<file path="src/rtl/fir_mac_multi.sv">
// -----------------------------------------------------------------------------
// fir_mac_multi
//
// Multi-channel FIR multiply-accumulate engine. One coefficient stream, read
// from an external synchronous ROM with one cycle of read latency, is shared
// by NUM_CH sample channels. A rising edge on `sequencing` starts a frame of
// NUM_TAPS MAC cycles. At the end of the frame each channel's accumulator is
// scaled down to DATA_W bits and presented on smpl_out with a one-cycle
// out_vld pulse.
//
// Frame timeline (E = edge that samples the rising edge of sequencing):
//   E+1            PRIME  : ROM is reading address 0
//   E+2 .. E+1+N   ACCUM  : tap k uses coef_data = c[k], smpl_in = x[k]
//   E+2+N          DONE   : results latched, out_vld asserted after this edge
//
// Optional build macro:
//   FIR_SAT_EN  - when defined, output scaling is an arithmetic right shift
//                 by FRAC_SHIFT followed by saturation to the signed DATA_W
//                 range. When undefined, output scaling is plain truncation
//                 acc[FRAC_SHIFT+DATA_W-1 : FRAC_SHIFT].
//
// Ports:
//   clk         system clock
//   rst_n       asynchronous active-low reset
//   sequencing  frame request, rising edge starts (or restarts) a frame
//   smpl_in     per-channel samples, channel c at [c*DATA_W +: DATA_W]
//   coef_data   ROM read data, valid the cycle after coef_addr
//   coef_addr   ROM read address
//   tap_idx     tap being accumulated; upstream presents sample tap_idx
//   busy        high whenever the engine is not idle
//   out_vld     one-cycle pulse when smpl_out carries new results
//   smpl_out    per-channel results, same packing as smpl_in
// -----------------------------------------------------------------------------
module fir_mac_multi #(
   parameter  int NUM_TAPS   = 1021,
   parameter  int DATA_W     = 16,
   parameter  int COEF_W     = 16,
   parameter  int NUM_CH     = 2,
   parameter  int ACC_W      = 32,
   parameter  int FRAC_SHIFT = 15,
   localparam int ADDR_W     = $clog2(NUM_TAPS)
) (
   input  logic                     clk,
   input  logic                     rst_n,
   input  logic                     sequencing,
   input  logic [NUM_CH*DATA_W-1:0] smpl_in,
   input  logic [COEF_W-1:0]        coef_data,
   output logic [ADDR_W-1:0]        coef_addr,
   output logic [ADDR_W-1:0]        tap_idx,
   output logic                     busy,
   output logic                     out_vld,
   output logic [NUM_CH*DATA_W-1:0] smpl_out
);

   localparam int                PROD_W   = COEF_W + DATA_W;
   localparam logic [ADDR_W-1:0] LAST_TAP = ADDR_W'(NUM_TAPS - 1);

   typedef enum logic [1:0] {
      IDLE  = 2'd0,
      PRIME = 2'd1,
      ACCUM = 2'd2,
      DONE  = 2'd3
   } state_t;

   state_t state_q;
   state_t state_d;

   logic seq_ff;
   logic pos_seq;

   logic signed [ACC_W-1:0]  acc_q   [NUM_CH];
   logic signed [ACC_W-1:0]  acc_nxt [NUM_CH];
   logic signed [PROD_W-1:0] prod    [NUM_CH];
   logic [DATA_W-1:0]        res_q   [NUM_CH];
   logic [DATA_W-1:0]        scaled  [NUM_CH];
   logic [ADDR_W-1:0]        addr_step;

   // --------------------------------------------------------------------------
   // Output scaling: accumulator -> DATA_W result
   // --------------------------------------------------------------------------
   function automatic logic [DATA_W-1:0] scale(input logic signed [ACC_W-1:0] a);
`ifdef FIR_SAT_EN
      logic signed [ACC_W-1:0] sh;
      logic [ACC_W-DATA_W:0]   hi;
      sh = a >>> FRAC_SHIFT;
      // The value fits in DATA_W signed bits only when every bit from the
      // DATA_W sign position upward agrees.
      hi = sh[ACC_W-1:DATA_W-1];
      if ((hi == '0) || (hi == '1)) begin
         return sh[DATA_W-1:0];
      end else if (sh[ACC_W-1]) begin
         return {1'b1, {(DATA_W-1){1'b0}}};
      end else begin
         return {1'b0, {(DATA_W-1){1'b1}}};
      end
`else
      return a[FRAC_SHIFT+DATA_W-1:FRAC_SHIFT];
`endif
   endfunction

   // --------------------------------------------------------------------------
   // Request edge detect
   // --------------------------------------------------------------------------
   assign pos_seq = sequencing & ~seq_ff;

   // NOTE: clocked state is written with non-blocking assignments so every
   // flop samples the values from before the edge, regardless of block order.
   always_ff @(posedge clk or negedge rst_n) begin
      if (!rst_n) begin
         seq_ff <= 1'b0;
      end else begin
         seq_ff <= sequencing;
      end
   end

   // --------------------------------------------------------------------------
   // FSM
   // --------------------------------------------------------------------------
   always_ff @(posedge clk or negedge rst_n) begin
      if (!rst_n) begin
         state_q <= IDLE;
      end else begin
         state_q <= state_d;
      end
   end

   // NOTE: the default assignment at the top keeps this block purely
   // combinational; without it, any path that skips state_d infers a latch.
   always_comb begin
      state_d = state_q;
      if (pos_seq) begin
         // A new request wins in every state, including the DONE latch cycle.
         state_d = PRIME;
      end else begin
         unique case (state_q)
            IDLE:    state_d = IDLE;
            PRIME:   state_d = ACCUM;
            ACCUM:   state_d = (tap_idx == LAST_TAP) ? DONE : ACCUM;
            DONE:    state_d = IDLE;
            default: state_d = IDLE;
         endcase
      end
   end

   assign busy = (state_q != IDLE);

   // --------------------------------------------------------------------------
   // Per-channel multiply, accumulate and scale
   // --------------------------------------------------------------------------
   always_comb begin
      for (int c = 0; c < NUM_CH; c++) begin
         // Both operands are signed, so they are sign-extended to PROD_W
         // before the multiply and the product is exact.
         prod[c]    = $signed(coef_data) * $signed(smpl_in[c*DATA_W +: DATA_W]);
         acc_nxt[c] = acc_q[c] + ACC_W'(prod[c]);
         scaled[c]  = scale(acc_q[c]);
      end
   end

   // ROM runs two addresses ahead of the tap being accumulated, parking on
   // the last address once it is reached.
   always_comb begin
      addr_step = LAST_TAP;
      if (int'(tap_idx) + 2 < NUM_TAPS - 1) begin
         addr_step = tap_idx + ADDR_W'(2);
      end
   end

   // --------------------------------------------------------------------------
   // Datapath registers
   // --------------------------------------------------------------------------
   // NOTE: the accumulator and result arrays are small register banks, not
   // RAM, so they take the asynchronous reset like every other flop here.
   always_ff @(posedge clk or negedge rst_n) begin
      if (!rst_n) begin
         coef_addr <= '0;
         tap_idx   <= '0;
         out_vld   <= 1'b0;
         for (int c = 0; c < NUM_CH; c++) begin
            acc_q[c] <= '0;
            res_q[c] <= '0;
         end
      end else begin
         out_vld <= 1'b0;
         if (pos_seq) begin
            // Start or abort-and-restart: results of an aborted frame are
            // dropped, smpl_out keeps the last completed frame.
            coef_addr <= '0;
            tap_idx   <= '0;
            for (int c = 0; c < NUM_CH; c++) begin
               acc_q[c] <= '0;
            end
         end else begin
            unique case (state_q)
               IDLE: begin
                  coef_addr <= '0;
               end
               PRIME: begin
                  coef_addr <= ADDR_W'(1);
                  tap_idx   <= '0;
               end
               ACCUM: begin
                  for (int c = 0; c < NUM_CH; c++) begin
                     acc_q[c] <= acc_nxt[c];
                  end
                  tap_idx   <= tap_idx + ADDR_W'(1);
                  coef_addr <= addr_step;
               end
               DONE: begin
                  for (int c = 0; c < NUM_CH; c++) begin
                     res_q[c] <= scaled[c];
                  end
                  out_vld   <= 1'b1;
                  coef_addr <= '0;
                  tap_idx   <= '0;
               end
               default: begin
                  coef_addr <= '0;
                  tap_idx   <= '0;
               end
            endcase
         end
      end
   end

   // --------------------------------------------------------------------------
   // Output packing
   // --------------------------------------------------------------------------
   always_comb begin
      smpl_out = '0;
      for (int c = 0; c < NUM_CH; c++) begin
         smpl_out[c*DATA_W +: DATA_W] = res_q[c];
      end
   end

endmodule

</file>
<file path="config.mk">
export PLATFORM = sky130hd
export DESIGN_NAME = fir_mac_multi
export DESIGN_NICKNAME = d
export VERILOG_FILES = /design/src/rtl/fir_mac_multi.sv
export SDC_FILE = /design/constraint.sdc
export NUM_CORES = 2
export LEC_CHECK = 0
export CAP_MARGIN = 30
export CORE_MARGIN = 2
export CORE_UTILIZATION = 49
export CTS_CLUSTER_DIAMETER = 100
export DETAILED_ROUTE_END_ITERATION = 10
export DONT_BUFFER_PORTS = 1
export SYNTH_ARGS = -nofsm -noshare
export SYNTH_HDL_FRONTEND = slang
export SYNTH_SLANG_ARGS = --single-unit
</file>
<file path="constraint.sdc">
create_clock -name clk -period 6 [get_ports clk]
set_clock_uncertainty 0.15 [all_clocks]
set_input_delay 1.2 -clock clk [delete_from_list [all_inputs] [get_ports clk]]
set_output_delay 1.2 -clock clk [all_outputs]
set_load 0.02 [all_outputs]
</file>
* Word-level counts from Yosys, hierarchy flattened
Index checks and enable logic that the tools add are counted.
Word-level totals: word-level logic and storage cells 43, input bits 51, output and inout port bits 54, register bits 120
Cells by class: reductions and logical operators 7, bitwise logic cells 3, equality and inequality tests 4, multiplexer cells 12, add/subtract/negate cells 5, $lt $le $gt $ge 1, multiply operators 2
Operator list (count):
- 2-to-1 mux 64 bit | 2
- adder 32 bit | 2
- multiplier 16 x 16 -> 32 bit | 2
- 2-to-1 mux 10 bit | 3
- one-hot mux 10 bit (3 select lines) | 1
- one-hot mux 10 bit (2 select lines) | 1
- adder 10 x 2 -> 11 bit, second input constant | 1
- less-than comparator 11 x 10 -> 1 bit, second input constant | 1
- adder 10 x 1 -> 10 bit, second input constant | 1
- adder 10 x 2 -> 10 bit, second input constant | 1
- equality test 10 bit, second input constant | 1
- one-hot mux 2 bit (3 select lines) | 1
- equality test 2 bit, second input constant | 2
- nonzero test 2 bit | 2
- OR reduction 2 bit | 2
- 2-to-1 mux 1 bit | 3
- nonzero test 3 bit | 1
- equality test 2 x 1 -> 1 bit, second input constant | 1
- zero test 2 bit | 1
- 2-to-1 mux 2 bit | 1
- inverter 1 bit | 2
- AND reduction 2 bit | 1
- AND 1 bit | 1

* Logic depth before layout (Yosys ltp)
depth after elaboration 5, mapped depth 25, depth with buffers taken out 23

* Least setup slack after synthesis
No wires, ideal clock.
kind input to register, start in coef_data[15], end reg acc_q[61] (netlist bit), required time 5724 ps, path buffers 3, library setup time 126 ps, stages 23, path slack -1363 ps, data arrival time 7086 ps, cells stage by stage buf_2 > clkbuf_1 > clkbuf_1 > nand2_1 > inv_1 > fa_1 > fa_1 > fa_1 > fa_1 > fa_1 > inv_1 > fa_1 > inv_1 > ha_1 > a21o_1 > a21o_1 > a21o_1 > a21o_1 > a21oi_1 > nand2_1 > o31ai_1 > xor2_1 > a21oi_1
On the way: longest elaborated chain between the ends 4
Ends and longest elaborated chain:
- from (decl) | RTL line 47 | input logic [COEF_W-1:0] coef_data,
- multiplier 16 x 16 -> 32 bit | RTL line 154 | prod[c] = $signed(coef_data) * $signed(smpl_in[c*DATA_W +: DATA_W]);
- adder 32 bit | RTL line 155 | acc_nxt[c] = acc_q[c] + ACC_W'(prod[c]);
- 2-to-1 mux 64 bit | RTL line 194 | unique case (state_q)
- 2-to-1 mux 64 bit | RTL line 185 | if (pos_seq) begin
- to (signal, indexed assignment) | RTL line 204 | acc_q[c] <= acc_nxt[c];
- to (decl) | RTL line 71 | logic signed [ACC_W-1:0] acc_q [NUM_CH];
No other way between the ends. The select of a mux whose other input is x is not followed. A chain may end at the register's enable or synchronous reset.

* Final worst setup path
start in smpl_in[20], end reg acc_q[30] (netlist bit)
On the way: longest elaborated chain between the ends 4
Ends and longest elaborated chain:
- from (decl) | RTL line 46 | input logic [NUM_CH*DATA_W-1:0] smpl_in,
- multiplier 16 x 16 -> 32 bit | RTL line 154
- adder 32 bit | RTL line 155
- 2-to-1 mux 64 bit | RTL line 194
- 2-to-1 mux 64 bit | RTL line 185
No other way between the ends. The select of a mux whose other input is x is not followed.

==> impl_metrics.yaml <==
clocking:
  clock-sinks: 118
  cts_buffer_depth: 2
  cts_max_level: 4
  cts_tree: "built"
  numCtsBuffers: 17
  ctsRootBufferMaster: "clkbuf_16"
  hold_buffers: 0
  clk-insertion-delay-late_ns: 0.48
  path_clk_slew_ns: 0.06
logic_synthesis:
  synthTopCellsByCount: "666 x inv_1, 570 x fa_1, 290 x nand2_1"
  postSynthAreaPerCell_sq_um: 9.50
  yosys.cell_types.count: 61
  synth_nets: 3557
  ys_seq_area_frac: 0.114
  yosys.area.top_type_share: 0.439
  synth.area.top_cells: "fa_1 44%, dfrtp_1 11%, inv_1 9.6%"
  synthesis.area_sq_um: 26000
  yosysMostFrequentCell: "inv_1"
  async_flop_share: 1.00
  ys.flop_type: "dfrtp_1"
  synth_edf_count: 0
  syn_inst: 2739
  synth_warnings: 0
  synth_top_cell_by_area: "fa_1"
  ys_seq_elements: 118
floorplan:
  dieHeight_um: 234
  coreArea_sq_um: 52600
  fp-row-count: 84
  dieArea_sq_um: 55000
  dieWidth_um: 234
  pin_count: 105
  start_util: 0.495
global_routing:
  gr-usage-all-layers: 0.240
  gr-total-overflow: 0
  grt_first_pass_wirelength_um: 102000
  grt_pass1_vias: 20200
  grt_max_degree: 119
  grt_antenna_before_repair: 0
timing:
  fin_setup_tns_ns: -0.800
  rsz0062_at_grt: "yes"
  worst_slack_ns: -0.138
  finalHoldViolCount: 0
  max_freq_ghz: 0.163
  setup_viol: 11
  fin_crit_ns: 6.14
  relSlewSlack: 0.352
  slew_viol_final: 0
  fin_crit_sh: 1.02
  worst_pin_slew_ns: 0.971
hold_path:
  hp-class: "input port to asynchronous set/reset pin"
critical_path:
  end_kind: "register"
  criticalPathCategory: "input port to register"
  path_max_fanout: 16
  critPathMaxStageDelay_ns: 0.53
  startpoint_type: "input port"
  r2r_cells: 21
  cp.arrival_ns: 6.33
  path_cells: "and2_4, fa_1, inv_1, fa_1, fa_1, inv_1, fa_1, fa_1, inv_1, fa_1, inv_1, ha_4, nand3_4, o21ai_1, o221ai_4, o211ai_1, nand3_2, o21ai_2, nor3_1, a31oi_1, a31oi_1"
  cp.required_ns: 6.19
  cp_slowest_cell: "fa_1"
  critPathMostFrequentCell: "fa_1"
placed_design:
  place_hpwl_um: 47800
  dp_slack_ns: -0.793
  routabilityCongestion: 0.851
  placed_area_sq_um: 28100
  port_buffers: 0
status:
  violations: "negative setup slack"
  status: "finished, violations left"
drt:
  drt_iter0_drc: 765
  drc: 0
  avgRoutedWirePerCell_um: 17.1
  routed_wl_um: 60100
  firstDrtPassIters: 5
  vias: 18200
  ant_nets: 0
  viasPerCell: 5.17
cells_and_area:
  finalCoreUtilization: 0.558
  nets: 3635
  final_area_sq_um: 29300
  antenna_cells: 0
  nFillCells: 4763
  synthToLayoutAreaGrowth_pct: 12.7
  drive_gt1_frac: 0.148
run:
  cap_viol_max_count: 0
cells by family (layout without fill, tap and decap cells):
family                     count (synthesis)  after routing  synth area share
buffers and inverters                    777            868             0.112
xor gates and xnor gates                  84             84            0.0283
and+or+nand+nor                          735            735             0.137
AOI/OAI and AO/OA                        194            194            0.0496
DFF                                      118            118             0.114
adders and majority gates                767            767             0.533
muxes                                     64             64            0.0261
layout make-up:
cell class / instances / area (sq um) / share of cell area
inverter: 668 / 2510 / 0.0858
timing repair inverter: 2 / 12.5 / 0.000427
timing repair buffer: 166 / 1330 / 0.0454
tap: 688 / 861 / 0.0294
multi-input combinational: 1844 / 21100 / 0.718
sequential: 118 / 2950 / 0.101
clock buffer: 18 / 429 / 0.0146
clock inverter: 14 / 164 / 0.00559
cells in the final DEF, fill, tap and decap left out, types with 6 or more instances in the layout:
master and count:
nor2_2 7, and2_4 15, inv_1 636, ha_4 26, a21oi_1 40, clkbuf_16 17
a21o_1 16, a31oi_1 7, xnor2_1 59, buf_6 7, ha_1 168, nand2b_1 14
nand3_1 19, nor2_1 107, o21ai_0 26, inv_2 30, xor2_1 23, o21ai_1 6
dfrtp_1 118, nor3_1 16, buf_4 155, mux2i_1 34, nand2_1 276, o22ai_1 6
mux2_2 30, a211oi_1 9, a21oi_4 6, nand2_2 9, fa_1 555, o21ai_2 6
or3_1 6, fa_2 15, a21oi_2 20, o21a_1 12, and2_1 220
through the flow:
step	instances	hold WS (ns)
6_report	3518	0.269
3_3_place_gp	3464	0.358
2_1_floorplan	2739	0.330
3_5_place_dp	3465	0.369
4_1_cts	3507	0.233
5_1_grt	3518	0.237
routing by layer:
layer / part of all wire / vias up / GRT usage
met5: 0 / - / 0
met4: 0.027 / 0 / 0.0731
met3: 0.043 / 80 / 0.0401
met2: 0.51 / 355 / 0.414
met1: 0.42 / 9479 / 0.310
li1: - / 8258 / -
state kept, by name (all words and copies together), names as in the netlist:
register / count
seq_ff: 1
smpl_out: 32
acc_q: 62
coef_addr: 10
out_vld: 1
state_q: 2
tap_idx: 10
repair_timing:
action / 4_1_cts / 5_1_grt
pin swaps: 62 / 74
cloned: 1 / 1
resized for setup: 48 / 71
setup buffers: 11 / 11
setup endpoints to repair: 17 / 28
path summary, 6_finish.rpt:
check / start / to / slack, ns
worst max-delay path: smpl_in[20] / acc_q[30] / -0.14
worst min-delay path: rst_n / acc_q[3] / 0.27
worst max register to register: acc_q[35] / acc_q[61] / 0.72
worst min register to register: acc_q[47] / acc_q[47] / 0.39
max in group asynchronous: rst_n / acc_q[61] / 5.13
min in group clk: acc_q[47] / acc_q[47] / 0.39
worst max-delay path, delay by kind of cell:
family          cells  cell delay [ns]
compound gates      6             1.29
fa+ha+maj           7             3.16
buf+inv             4             0.21
simple gates        4             0.42
Power is not shown: default switching activity piles up to over one toggle a cycle in this logic, so the estimate is an artifact.
